$ cat config.mk
export PLATFORM = sky130hd
export DESIGN_NAME = irq_dispatch_seq
export DESIGN_NICKNAME = d
export VERILOG_FILES = /design/src/rtl/irq_dispatch_seq.sv
export SDC_FILE = /design/constraint.sdc
export NUM_CORES = 1
export LEC_CHECK = 0
export ABC_AREA = 1
export CAP_MARGIN = 30
export CORE_ASPECT_RATIO = 1.4
export CORE_UTILIZATION = 35
export DETAILED_ROUTE_END_ITERATION = 12
export PLACE_DENSITY = 0.63
export SLEW_MARGIN = 40
export SYNTH_ARGS = -nofsm -noshare
export SYNTH_HDL_FRONTEND = slang
export SYNTH_SLANG_ARGS = --single-unit
$ cat constraint.sdc
create_clock -name clk -period 2.25 [get_ports clk]
set_input_delay 0.3375 -clock clk [delete_from_list [all_inputs] [get_ports clk]]
set_output_delay 0.3375 -clock clk [all_outputs]
set_load 0.02 [all_outputs]
$ cat src/rtl/irq_dispatch_seq.sv
// SM83 interrupt entry sequencer: HALT wake-up plus the five M-cycle dispatch
// (PC rewind, SP decrement, PCH push, PCL push, vector jump) over the regfile rr ports.
module irq_dispatch_seq #(
    parameter logic [15:0] VEC_BASE   = 16'h0040,
    parameter int          VEC_STRIDE = 32'd8,
    parameter int          NUM_IRQ    = 32'd5
) (
    input  logic               clk,
    input  logic               rst,
    input  logic               m_tick,
    input  logic [NUM_IRQ-1:0] ie_flags,
    input  logic [NUM_IRQ-1:0] if_flags,
    input  logic               ime,
    input  logic               halted,
    input  logic               instr_bound,
    input  logic [15:0]        rr_rdata,
    output logic               read_rr,
    output logic [2:0]         read_reg_rr,
    output logic               write_rr,
    output logic [2:0]         write_reg_rr,
    output logic [15:0]        data_in_rr,
    output logic [15:0]        mem_addr,
    output logic [7:0]         mem_wdata,
    output logic               mem_we,
    output logic [NUM_IRQ-1:0] if_clr,
    output logic               ime_clr,
    output logic               halt_exit,
    output logic               busy
);

    localparam logic [2:0] SEL_SP = 3'd3;
    localparam logic [2:0] SEL_PC = 3'd4;

    typedef enum logic [2:0] {
        S_IDLE = 3'd0,
        S_M1   = 3'd1,
        S_M2   = 3'd2,
        S_M3   = 3'd3,
        S_M4   = 3'd4,
        S_M5   = 3'd5
    } state_t;

    state_t             state_r;
    state_t             state_s;
    logic [15:0]        pc_r;
    logic [15:0]        sp_r;
    logic [15:0]        vec_r;
    logic [NUM_IRQ-1:0] pend_s;
    logic               any_pend_s;

    // Lowest set bit wins; returns a one-hot mask (all zero when nothing pends).
    function automatic logic [NUM_IRQ-1:0] lowest_onehot(input logic [NUM_IRQ-1:0] p);
        logic [NUM_IRQ-1:0] oh;
        oh = '0;
        for (int i = NUM_IRQ - 1; i >= 0; i--) begin
            if (p[i]) begin
                oh    = '0;
                oh[i] = 1'b1;
            end
        end
        return oh;
    endfunction

    // Vector address of the winning source, or 0000 when the latch found nothing.
    function automatic logic [15:0] vector_of(input logic [NUM_IRQ-1:0] p);
        logic [15:0] v;
        v = 16'h0000;
        for (int i = NUM_IRQ - 1; i >= 0; i--) begin
            if (p[i]) begin
                v = VEC_BASE + 16'(i * VEC_STRIDE);
            end
        end
        return v;
    endfunction

    assign pend_s     = ie_flags & if_flags;
    assign any_pend_s = |pend_s;
    assign busy       = (state_r != S_IDLE);

    // State register and the values carried between M-cycles.
    always_ff @(posedge clk) begin
        if (rst) begin
            state_r <= S_IDLE;
            pc_r    <= 16'h0000;
            sp_r    <= 16'h0000;
            vec_r   <= 16'h0000;
        end else begin
            state_r <= state_s;
            if (m_tick && state_r == S_M1) begin
                pc_r <= rr_rdata - 16'd1;
            end
            if (m_tick && state_r == S_M3) begin
                sp_r <= rr_rdata - 16'd1;
            end
            if (m_tick && state_r == S_M4) begin
                vec_r <= vector_of(pend_s);
            end
        end
    end

    // Next state and strobes; strobes fire only on the m_tick clk of each M-cycle.
    always_comb begin
        state_s      = state_r;
        read_rr      = 1'b0;
        read_reg_rr  = SEL_PC;
        write_rr     = 1'b0;
        write_reg_rr = SEL_PC;
        data_in_rr   = 16'h0000;
        mem_addr     = 16'h0000;
        mem_wdata    = 8'h00;
        mem_we       = 1'b0;
        if_clr       = '0;
        ime_clr      = 1'b0;
        halt_exit    = 1'b0;
        if (rst) begin
            state_s = S_IDLE;
        end else begin
            case (state_r)
                S_IDLE: begin
                    halt_exit = m_tick & halted & any_pend_s;
                    if (m_tick && ime && any_pend_s && (instr_bound || halted)) begin
                        state_s = S_M1;
                    end else begin
                        state_s = S_IDLE;
                    end
                end
                S_M1: begin
                    data_in_rr = rr_rdata - 16'd1;
                    read_rr    = m_tick;
                    write_rr   = m_tick;
                    state_s    = m_tick ? S_M2 : S_M1;
                end
                S_M2: begin
                    read_reg_rr  = SEL_SP;
                    write_reg_rr = SEL_SP;
                    data_in_rr   = rr_rdata - 16'd1;
                    read_rr      = m_tick;
                    write_rr     = m_tick;
                    state_s      = m_tick ? S_M3 : S_M2;
                end
                S_M3: begin
                    read_reg_rr  = SEL_SP;
                    write_reg_rr = SEL_SP;
                    data_in_rr   = rr_rdata - 16'd1;
                    mem_addr     = rr_rdata;
                    mem_wdata    = pc_r[15:8];
                    read_rr      = m_tick;
                    write_rr     = m_tick;
                    mem_we       = m_tick;
                    state_s      = m_tick ? S_M4 : S_M3;
                end
                S_M4: begin
                    // Pending set is sampled here so IE/IF changes during the PCH push count.
                    read_reg_rr  = SEL_SP;
                    write_reg_rr = SEL_SP;
                    mem_addr     = sp_r;
                    mem_wdata    = pc_r[7:0];
                    mem_we       = m_tick;
                    ime_clr      = m_tick;
                    if_clr       = m_tick ? lowest_onehot(pend_s) : '0;
                    state_s      = m_tick ? S_M5 : S_M4;
                end
                S_M5: begin
                    data_in_rr = vec_r;
                    write_rr   = m_tick;
                    state_s    = m_tick ? S_IDLE : S_M5;
                end
                default: begin
                    state_s = S_IDLE;
                end
            endcase
        end
    end

endmodule

==> results of run 1 <==
path summary, 6_finish.rpt:
kind	startpoint	endpoint	slack (ps)	cells after the start
setup / recovery	rr_rdata[0]	data_in_rr[12]	40	9
hold / removal	vec_r[3]	vec_r[3]	480	2
setup reg to reg	state_r[0]	pc_r[7]	570	10
hold reg to reg	vec_r[3]	vec_r[3]	480	2
layout by cell type (no fill, tap or decap), types with 2 or more instances in the layout:
cell type | Yosys | final
sky130_fd_sc_hd__clkbuf_2 | 0 | 15
sky130_fd_sc_hd__clkbuf_8 | 0 | 5
sky130_fd_sc_hd__dlygate4sd2_1 | 0 | 17
sky130_fd_sc_hd__o21ai_0 | 18 | 17
sky130_fd_sc_hd__nand3_1 | 35 | 35
sky130_fd_sc_hd__nor3_1 | 4 | 4
sky130_fd_sc_hd__nor2_2 | 0 | 10
sky130_fd_sc_hd__clkdlybuf4s50_1 | 0 | 26
sky130_fd_sc_hd__nand2_1 | 132 | 129
sky130_fd_sc_hd__clkinvlp_4 | 0 | 2
sky130_fd_sc_hd__clkdlybuf4s15_1 | 0 | 6
sky130_fd_sc_hd__a21oi_2 | 0 | 5
sky130_fd_sc_hd__dfxtp_1 | 39 | 38
sky130_fd_sc_hd__nand2_2 | 2 | 4
sky130_fd_sc_hd__inv_2 | 3 | 2
sky130_fd_sc_hd__buf_4 | 9 | 86
sky130_fd_sc_hd__dlymetal6s2s_1 | 0 | 10
sky130_fd_sc_hd__nor2_1 | 54 | 41
sky130_fd_sc_hd__inv_1 | 52 | 52
sky130_fd_sc_hd__buf_12 | 0 | 2
sky130_fd_sc_hd__buf_2 | 3 | 8
sky130_fd_sc_hd__a21oi_1 | 56 | 51
sky130_fd_sc_hd__nor2_4 | 2 | 5
sky130_fd_sc_hd__o21a_1 | 8 | 8
cells by family (layout without fill, tap and decap cells):
group | count (synthesis) | count (layout)
simple gates | 231 | 231
compound gates | 85 | 85
buf+inv | 77 | 236
flops | 39 | 39
xor+xnor | 3 | 3
fa+ha+maj | 1 | 1
power groups by stage:
stage | sequential (mW) | clock [mW] | combinational, mW
finish | 0.725 | 0.508 | 0.422
global route | 0.728 | 0.540 | 0.460
CTS | 0.724 | 0.518 | 0.416
detailed placement | 0.740 | 0 | 0.418
global placement | 0.739 | 0 | 0.416
floorplan | 0.739 | 0 | 0.183
registers in the layout (all words and copies together), names as in the netlist:
register / flops
state_r: 3
pc_r: 16
sp_r: 16
vec_r: 4
metal layers:
| metal | wire [um] | GRT usage (%) |
|---|---|---|
| met3 | 436 | 3.004 |
| met5 | 0 | 0 |
| met4 | 275 | 10.01 |
| met1 | 3890 | 29.17 |
| met2 | 4642 | 44.35 |
what timing repair did:
action,in CTS,in global routing
gates resized for setup,104,69
setup endpoints to repair,56,34
setup buffers,1,2
pin swaps,6,5
worst register-to-register path: stages (launching register included):
cell                      delay [ps]
sky130_fd_sc_hd__dfxtp_1         370
sky130_fd_sc_hd__buf_4           150
sky130_fd_sc_hd__inv_1            40
sky130_fd_sc_hd__nor2_1          110
sky130_fd_sc_hd__nand3_1         180
sky130_fd_sc_hd__inv_2           270
sky130_fd_sc_hd__buf_4           250
sky130_fd_sc_hd__nor2_1           60
sky130_fd_sc_hd__nor2_1           90
sky130_fd_sc_hd__nand2_1          70
sky130_fd_sc_hd__inv_1            40
cell type report:
cell class | count | share of cell area (%)
clock buffers | 5 | 1.656
flip-flops and latches | 39 | 18.82
clock inverters | 3 | 0.5721
well taps | 95 | 2.861
repair buffers | 172 | 34.06
inverters | 56 | 5.119
multi-input cells | 320 | 36.92
==> flow_results.xml, run 1 <==
<?xml version="1.0" encoding="UTF-8"?>
<metrics>
  <group name="synth">
    <metric name="synthCells" unit="">436</metric>
    <metric name="post_synthesis_net_count" unit="">469</metric>
    <metric name="yosys.cell_count.top_type" unit="">sky130_fd_sc_hd__nand2_1</metric>
    <metric name="syn_area_per_cell" unit="sq um">5.886</metric>
    <metric name="synth.area.top_cells" unit="">sky130_fd_sc_hd__dfxtp_1 (30%), sky130_fd_sc_hd__nand2_1 (19%), sky130_fd_sc_hd__a21oi_1 (11%)</metric>
    <metric name="syn_area" unit="sq um">2566</metric>
    <metric name="async_reset_ff_share" unit="%">0</metric>
    <metric name="synth_simple_gate_area_share" unit="%">36.86</metric>
    <metric name="synthAdderAreaFrac" unit="%">0.4876</metric>
    <metric name="synth.largest_area_cell" unit="">sky130_fd_sc_hd__dfxtp_1</metric>
    <metric name="synth-warning-count" unit="">0</metric>
    <metric name="synth_xor_area_share" unit="%">1.024</metric>
    <metric name="synth_compound_gate_area_share" unit="%">17.89</metric>
    <metric name="synth_top_cell_area_share" unit="%">30.42</metric>
    <metric name="post_synth_mux_area_share" unit="%">0</metric>
    <metric name="number_of_unique_standard_cell_types_used_by_synthesis" unit="">26</metric>
    <metric name="ys_seq_area_share" unit="%">30.42</metric>
    <metric name="post_synth_most_frequent_cells" unit="">sky130_fd_sc_hd__nand2_1 (132), sky130_fd_sc_hd__a21oi_1 (56), sky130_fd_sc_hd__nor2_1 (54), sky130_fd_sc_hd__inv_1 (52), sky130_fd_sc_hd__dfxtp_1 (39)</metric>
    <metric name="synth-main-ff-cell" unit="">sky130_fd_sc_hd__dfxtp_1</metric>
    <metric name="main_combinational_cell_family_by_area_after_synthesis" unit="">simple AND/OR/NAND/NOR gates</metric>
    <metric name="count_of_flip_flops_with_a_built_in_enable_after_synthesis" unit="">0</metric>
    <metric name="ys_seq_elements" unit="">39</metric>
  </group>
  <group name="global_route">
    <metric name="grt_max_degree" unit="">25</metric>
    <metric name="grt.overflow.total" unit="">0</metric>
    <metric name="via_count_of_the_first_global_routing_pass" unit="">3120</metric>
    <metric name="global_route_wire_length_before_repair" unit="um">14390</metric>
    <metric name="grt_use_total" unit="%">24.66</metric>
    <metric name="antenna_violations_before_repair" unit="">0</metric>
  </group>
  <group name="finish">
    <metric name="final_cell_count_without_fillers" unit="">690</metric>
    <metric name="final_design_area_no_fill" unit="sq um">4155</metric>
    <metric name="drive_above_1_share" unit="%">25.71</metric>
    <metric name="final-seq-area" unit="sq um">782.0</metric>
    <metric name="multi_input_comb_area" unit="sq um">1534</metric>
    <metric name="final_antenna_diode_count" unit="">0</metric>
    <metric name="finish.utilization" unit="%">59.13</metric>
    <metric name="final_nets" unit="">627</metric>
    <metric name="filler_cells_inserted" unit="">737</metric>
    <metric name="area_delta_synth_final" unit="%">61.92</metric>
  </group>
  <group name="pwr">
    <metric name="leakage" unit="nW">2.137</metric>
    <metric name="power-per-cell-area" unit="nW/um^2">398.2</metric>
    <metric name="power.total" unit="mW">1.655</metric>
    <metric name="vdd_ir_drop_max" unit="mV">0.2250</metric>
    <metric name="power_switching_share" unit="%">31.71</metric>
    <metric name="sequentialPowerShare" unit="%">43.8</metric>
    <metric name="switchingPower" unit="mW">0.5247</metric>
    <metric name="p_comb_share" unit="%">25.5</metric>
    <metric name="pwr-share-clk" unit="%">30.7</metric>
    <metric name="p_int" unit="mW">1.130</metric>
  </group>
  <group name="sta">
    <metric name="max_freq" unit="MHz">452.8</metric>
    <metric name="min_period_over_period" unit="%">98.16</metric>
    <metric name="timing.slew.headroom" unit="%">77.82</metric>
    <metric name="worst-slew-pin-transition" unit="ps">331.9</metric>
    <metric name="timing.final.ws_setup" unit="ps">41.38</metric>
    <metric name="fin_setup_tns" unit="ps">0</metric>
    <metric name="fin_worst_skew" unit="ps">9.216</metric>
    <metric name="hold_viol" unit="">0</metric>
    <metric name="final-setup-viol-count" unit="">0</metric>
    <metric name="holdWs" unit="ps">475.4</metric>
    <metric name="slew_violations" unit="">0</metric>
    <metric name="finalCriticalPeriod" unit="ps">2209</metric>
  </group>
  <group name="critical_path">
    <metric name="slowest_stage" unit="">sky130_fd_sc_hd__clkdlybuf4s50_1</metric>
    <metric name="worst_path_most_repeated_cell" unit="">sky130_fd_sc_hd__buf_4</metric>
    <metric name="worstPathRequired" unit="ps">1910</metric>
    <metric name="worst-endpoint-arrival" unit="ps">1870</metric>
    <metric name="crit_type" unit="">input pin to output pin</metric>
    <metric name="setup.worst_path.end_class" unit="">output pin</metric>
    <metric name="critPathMaxFanout" unit="">3</metric>
    <metric name="cpPeakStageDelay" unit="ps">420</metric>
    <metric name="setup.worst_path.start_class" unit="">input pin</metric>
    <metric name="path_delay_family" unit="">buffers and inverters</metric>
    <metric name="path_cells" unit="">clkdlybuf4s50_1 &gt; inv_1 &gt; ha_2 &gt; nand2_2 &gt; buf_4 &gt; nor2_2 &gt; nand3_1 &gt; a21oi_2 &gt; buf_4</metric>
    <metric name="critical_path_buffers_and_inverters" unit="">4</metric>
  </group>
  <group name="clock_network">
    <metric name="max-clock-path-buffers" unit="">2</metric>
    <metric name="cts-htree-levels" unit="">2</metric>
    <metric name="holdBufCountCts" unit="">0</metric>
    <metric name="clk_pin_slew" unit="ps">80</metric>
    <metric name="cts_buffers" unit="">5</metric>
    <metric name="clock_insertion_delay_worst_skew" unit="ps">310</metric>
    <metric name="tritoncts_num_sinks" unit="">39</metric>
    <metric name="root_buffer" unit="">sky130_fd_sc_hd__clkbuf_8</metric>
    <metric name="tritoncts_clock_tree" unit="">yes</metric>
  </group>
  <group name="floorplan">
    <metric name="total_core_area" unit="sq um">7027</metric>
    <metric name="io_pins" unit="">89</metric>
    <metric name="placementRows" unit="">36</metric>
    <metric name="die_height" unit="um">103.3</metric>
    <metric name="initial_utilization" unit="%">36.52</metric>
    <metric name="dieWidth" unit="um">74.37</metric>
    <metric name="fp.dieArea" unit="sq um">7684</metric>
  </group>
  <group name="place">
    <metric name="placed_area" unit="sq um">4068</metric>
    <metric name="port-buffer-count" unit="">88</metric>
    <metric name="post_place_setup_slack" unit="ps">-536.9</metric>
    <metric name="gp_routability_congestion" unit="">0.8513</metric>
    <metric name="post-place-cells" unit="">679</metric>
    <metric name="post-dp-hpwl" unit="um">6923</metric>
  </group>
  <group name="drt">
    <metric name="firstDrtPassIters" unit="">4</metric>
    <metric name="detail_route.iter0.violations" unit="">163</metric>
    <metric name="ant_nets" unit="">0</metric>
    <metric name="post-route-drc-count" unit="">0</metric>
    <metric name="wl_per_cell" unit="um">13.40</metric>
    <metric name="finalWirelength" unit="um">9246</metric>
    <metric name="num_vias" unit="">3306</metric>
    <metric name="vias_per_cell" unit="">4.791</metric>
  </group>
  <group name="flow_run">
    <metric name="cap_violations" unit="">0</metric>
  </group>
  <group name="min_path">
    <metric name="hold_path.class" unit="">flop to flop</metric>
  </group>
  <group name="outcome">
    <metric name="status" unit="">finished clean</metric>
  </group>
</metrics>
(Power assumes the default switching activity.)
==> run 2: changes to the inputs <==
--- a/config.mk
+++ b/config.mk
@@ -9,6 +9,7 @@
 export CAP_MARGIN = 30
 export CORE_ASPECT_RATIO = 1.4
 export CORE_UTILIZATION = 35
+export CTS_CLUSTER_SIZE = 24
 export DETAILED_ROUTE_END_ITERATION = 12
 export PLACE_DENSITY = 0.63
 export SLEW_MARGIN = 40
==> results of run 2 <==
Final layout, timing and power as in run 1 (identical DEF).
==> run 3: changes to the inputs <==
--- a/config.mk
+++ b/config.mk
@@ -8,10 +8,11 @@
 export ABC_AREA = 1
 export CAP_MARGIN = 30
 export CORE_ASPECT_RATIO = 1.4
-export CORE_UTILIZATION = 35
+export CORE_UTILIZATION = 38
 export CTS_CLUSTER_SIZE = 24
 export DETAILED_ROUTE_END_ITERATION = 12
-export PLACE_DENSITY = 0.63
+export MAX_ROUTING_LAYER = met4
+export PLACE_DENSITY = 0.67
 export SLEW_MARGIN = 40
 export SYNTH_ARGS = -nofsm -noshare
 export SYNTH_HDL_FRONTEND = slang
==> run 3 against run 2 <==
- design area down 2.2%
- sequential share of layout area up 0.42 points
- critical path depth is the same
- non-clock buffer count shrank 10
- clock skew decreased by 1.8 ps
- via count is 2.1% lower
- first-iteration DRC count is 13% lower
- sequential cell count stayed put
- die area decreased by 7.7%
- maximum frequency grew 1.9%
- global-route usage rose by 1.7 points
- core utilization rose by 2.7 points
- highest routed layer unchanged
==> flow_results.xml, run 3 (synthesized netlist as in run 1, its figures left out) <==
<?xml version="1.0" encoding="UTF-8"?>
<metrics>
  <group name="global_route">
    <metric name="via_count_of_the_first_global_routing_pass" unit="">3196</metric>
    <metric name="global_route_wire_length_before_repair" unit="um">14370</metric>
    <metric name="grt.overflow.total" unit="">0</metric>
    <metric name="grt_max_degree" unit="">31</metric>
    <metric name="grt_use_total" unit="%">26.40</metric>
    <metric name="antenna_violations_before_repair" unit="">0</metric>
  </group>
  <group name="sta">
    <metric name="timing.slew.headroom" unit="%">74.16</metric>
    <metric name="final-setup-viol-count" unit="">0</metric>
    <metric name="grt_setup_unrepaired" unit="">true</metric>
    <metric name="min_period_over_period" unit="%">96.33</metric>
    <metric name="fin_worst_skew" unit="ps">7.448</metric>
    <metric name="hold_viol" unit="">0</metric>
    <metric name="worst-slew-pin-transition" unit="ps">377.9</metric>
    <metric name="max_freq" unit="MHz">461.4</metric>
    <metric name="slew_violations" unit="">0</metric>
    <metric name="finalCriticalPeriod" unit="ps">2167</metric>
  </group>
  <group name="drt">
    <metric name="wl_per_cell" unit="um">13.29</metric>
    <metric name="num_vias" unit="">3236</metric>
    <metric name="detail_route.iter0.violations" unit="">142</metric>
    <metric name="ant_nets" unit="">0</metric>
    <metric name="post-route-drc-count" unit="">0</metric>
    <metric name="firstDrtPassIters" unit="">4</metric>
    <metric name="vias_per_cell" unit="">4.910</metric>
    <metric name="finalWirelength" unit="um">8761</metric>
  </group>
  <group name="clock_network">
    <metric name="cts-htree-levels" unit="">2</metric>
    <metric name="clock_insertion_delay_worst_skew" unit="ps">300</metric>
    <metric name="max-clock-path-buffers" unit="">2</metric>
    <metric name="root_buffer" unit="">sky130_fd_sc_hd__clkbuf_8</metric>
    <metric name="clk_pin_slew" unit="ps">90</metric>
    <metric name="holdBufCountCts" unit="">0</metric>
    <metric name="cts_buffers" unit="">5</metric>
    <metric name="tritoncts_num_sinks" unit="">39</metric>
    <metric name="tritoncts_clock_tree" unit="">yes</metric>
  </group>
  <group name="floorplan">
    <metric name="io_pins" unit="">89</metric>
    <metric name="dieWidth" unit="um">71.45</metric>
    <metric name="total_core_area" unit="sq um">6569</metric>
    <metric name="placementRows" unit="">35</metric>
    <metric name="die_height" unit="um">99.24</metric>
    <metric name="fp.dieArea" unit="sq um">7090</metric>
    <metric name="initial_utilization" unit="%">39.07</metric>
  </group>
  <group name="pwr">
    <metric name="leakage" unit="nW">2.097</metric>
    <metric name="power-per-cell-area" unit="nW/um^2">405.1</metric>
    <metric name="vdd_ir_drop_max" unit="mV">0.2345</metric>
  </group>
  <group name="place">
    <metric name="post-dp-hpwl" unit="um">6752</metric>
    <metric name="placed_area" unit="sq um">3974</metric>
    <metric name="gp_routability_congestion" unit="">0.8889</metric>
    <metric name="post-place-cells" unit="">649</metric>
    <metric name="port-buffer-count" unit="">88</metric>
  </group>
  <group name="critical_path">
    <metric name="critPathMaxFanout" unit="">3</metric>
    <metric name="setup.worst_path.start_class" unit="">input pin</metric>
    <metric name="crit_type" unit="">input pin to output pin</metric>
    <metric name="setup.worst_path.end_class" unit="">output pin</metric>
    <metric name="worstPathRequired" unit="ps">1910</metric>
    <metric name="worst-endpoint-arrival" unit="ps">1830</metric>
  </group>
  <group name="finish">
    <metric name="final_design_area_no_fill" unit="sq um">4064</metric>
    <metric name="drive_above_1_share" unit="%">23.76</metric>
    <metric name="final_nets" unit="">617</metric>
    <metric name="mostFrequentLayoutCell" unit="">sky130_fd_sc_hd__nand2_1</metric>
    <metric name="area_delta_synth_final" unit="%">58.36</metric>
    <metric name="filler_cells_inserted" unit="">658</metric>
    <metric name="most-common-layout-cells" unit="">sky130_fd_sc_hd__nand2_1 (128), sky130_fd_sc_hd__buf_4 (75), sky130_fd_sc_hd__inv_1 (52), sky130_fd_sc_hd__a21oi_1 (52), sky130_fd_sc_hd__nor2_1 (44)</metric>
    <metric name="final_antenna_diode_count" unit="">0</metric>
    <metric name="final_cell_count_without_fillers" unit="">659</metric>
    <metric name="reg.largest.list" unit="">pc_r (16), sp_r (16), vec_r (4)</metric>
  </group>
  <group name="outcome">
    <metric name="status" unit="">finished clean</metric>
  </group>
  <group name="min_path">
    <metric name="hold_path.class" unit="">flop to flop</metric>
  </group>
  <group name="flow_run">
    <metric name="cap_violations" unit="">0</metric>
  </group>
</metrics>
[run 3: metrics by stage]
step                worst slack, ps  total power, mW  hold WS [ps]  utilization [%]  setup TNS, ps
floorplan                     196.1           0.9213         427.5                -              0
global placement             -461.8            1.148         451.6            60.50          -6700
detailed placement           -512.0            1.153         454.1            60.50          -7168
CTS                          -21.41            1.648         467.9            61.20         -21.41
global route                 -4.454            1.726         500.6            61.87         -4.454
finish                        82.57            1.646         465.6            61.87              0
[run 3: repair_timing]
item,in CTS,in global routing
pin swaps,2,6
hold endpoints to repair,0,0
gates resized for setup,93,61
endpoints found under the setup margin,52,33
setup buffers,0,2
[run 3: cell type report]
type / count / area, sq um / area share (%)
Timing Repair Buffer: 162 / 1349 / 33.19
Tap cell: 74 / 92.59 / 2.278
Sequential cell: 39 / 782.0 / 19.24
Clock buffer: 5 / 68.82 / 1.693
Inverter: 56 / 210.2 / 5.172
Clock inverter: 3 / 25.02 / 0.6158
Multi-Input combinational cell: 320 / 1536 / 37.81
[run 3: power breakdown]
| part | total, mW | switching, mW | leakage [nW] | internal (mW) |
|---|---|---|---|---|
| combinational | 0.415 | 0.221 | 1.74 | 0.194 |
| sequential | 0.725 | 0.0122 | 0.317 | 0.712 |
| clock | 0.507 | 0.285 | 0.0443 | 0.222 |
[run 3: layer usage]
layer / GRT usage (%) / part of all wire, % / vias up
met5: - / 0 / -
met4: 9.050 / 2.2 / 0
met3: 3.242 / 3.0 / 15
met2: 49.96 / 53 / 79
met1: 27.78 / 42 / 1478
li1: - / - / 1664
[run 3: path summary, 6_finish.rpt]
path | from | end | slack, ps | cells after the start
max | rr_rdata[0] | data_in_rr[12] | 80 | 9
min | vec_r[3] | vec_r[3] | 470 | 2
max reg2reg | state_r[1] | pc_r[12] | 790 | 8
min reg2reg | vec_r[3] | vec_r[3] | 470 | 2
[run 3: critical path, cell delays in order]
cell	delay, ps
sky130_fd_sc_hd__clkdlybuf4s50_1	430
sky130_fd_sc_hd__inv_1	90
sky130_fd_sc_hd__ha_2	200
sky130_fd_sc_hd__nand2_2	110
sky130_fd_sc_hd__buf_4	170
sky130_fd_sc_hd__nor2_4	130
sky130_fd_sc_hd__nand3_2	90
sky130_fd_sc_hd__a21oi_2	130
sky130_fd_sc_hd__buf_4	150
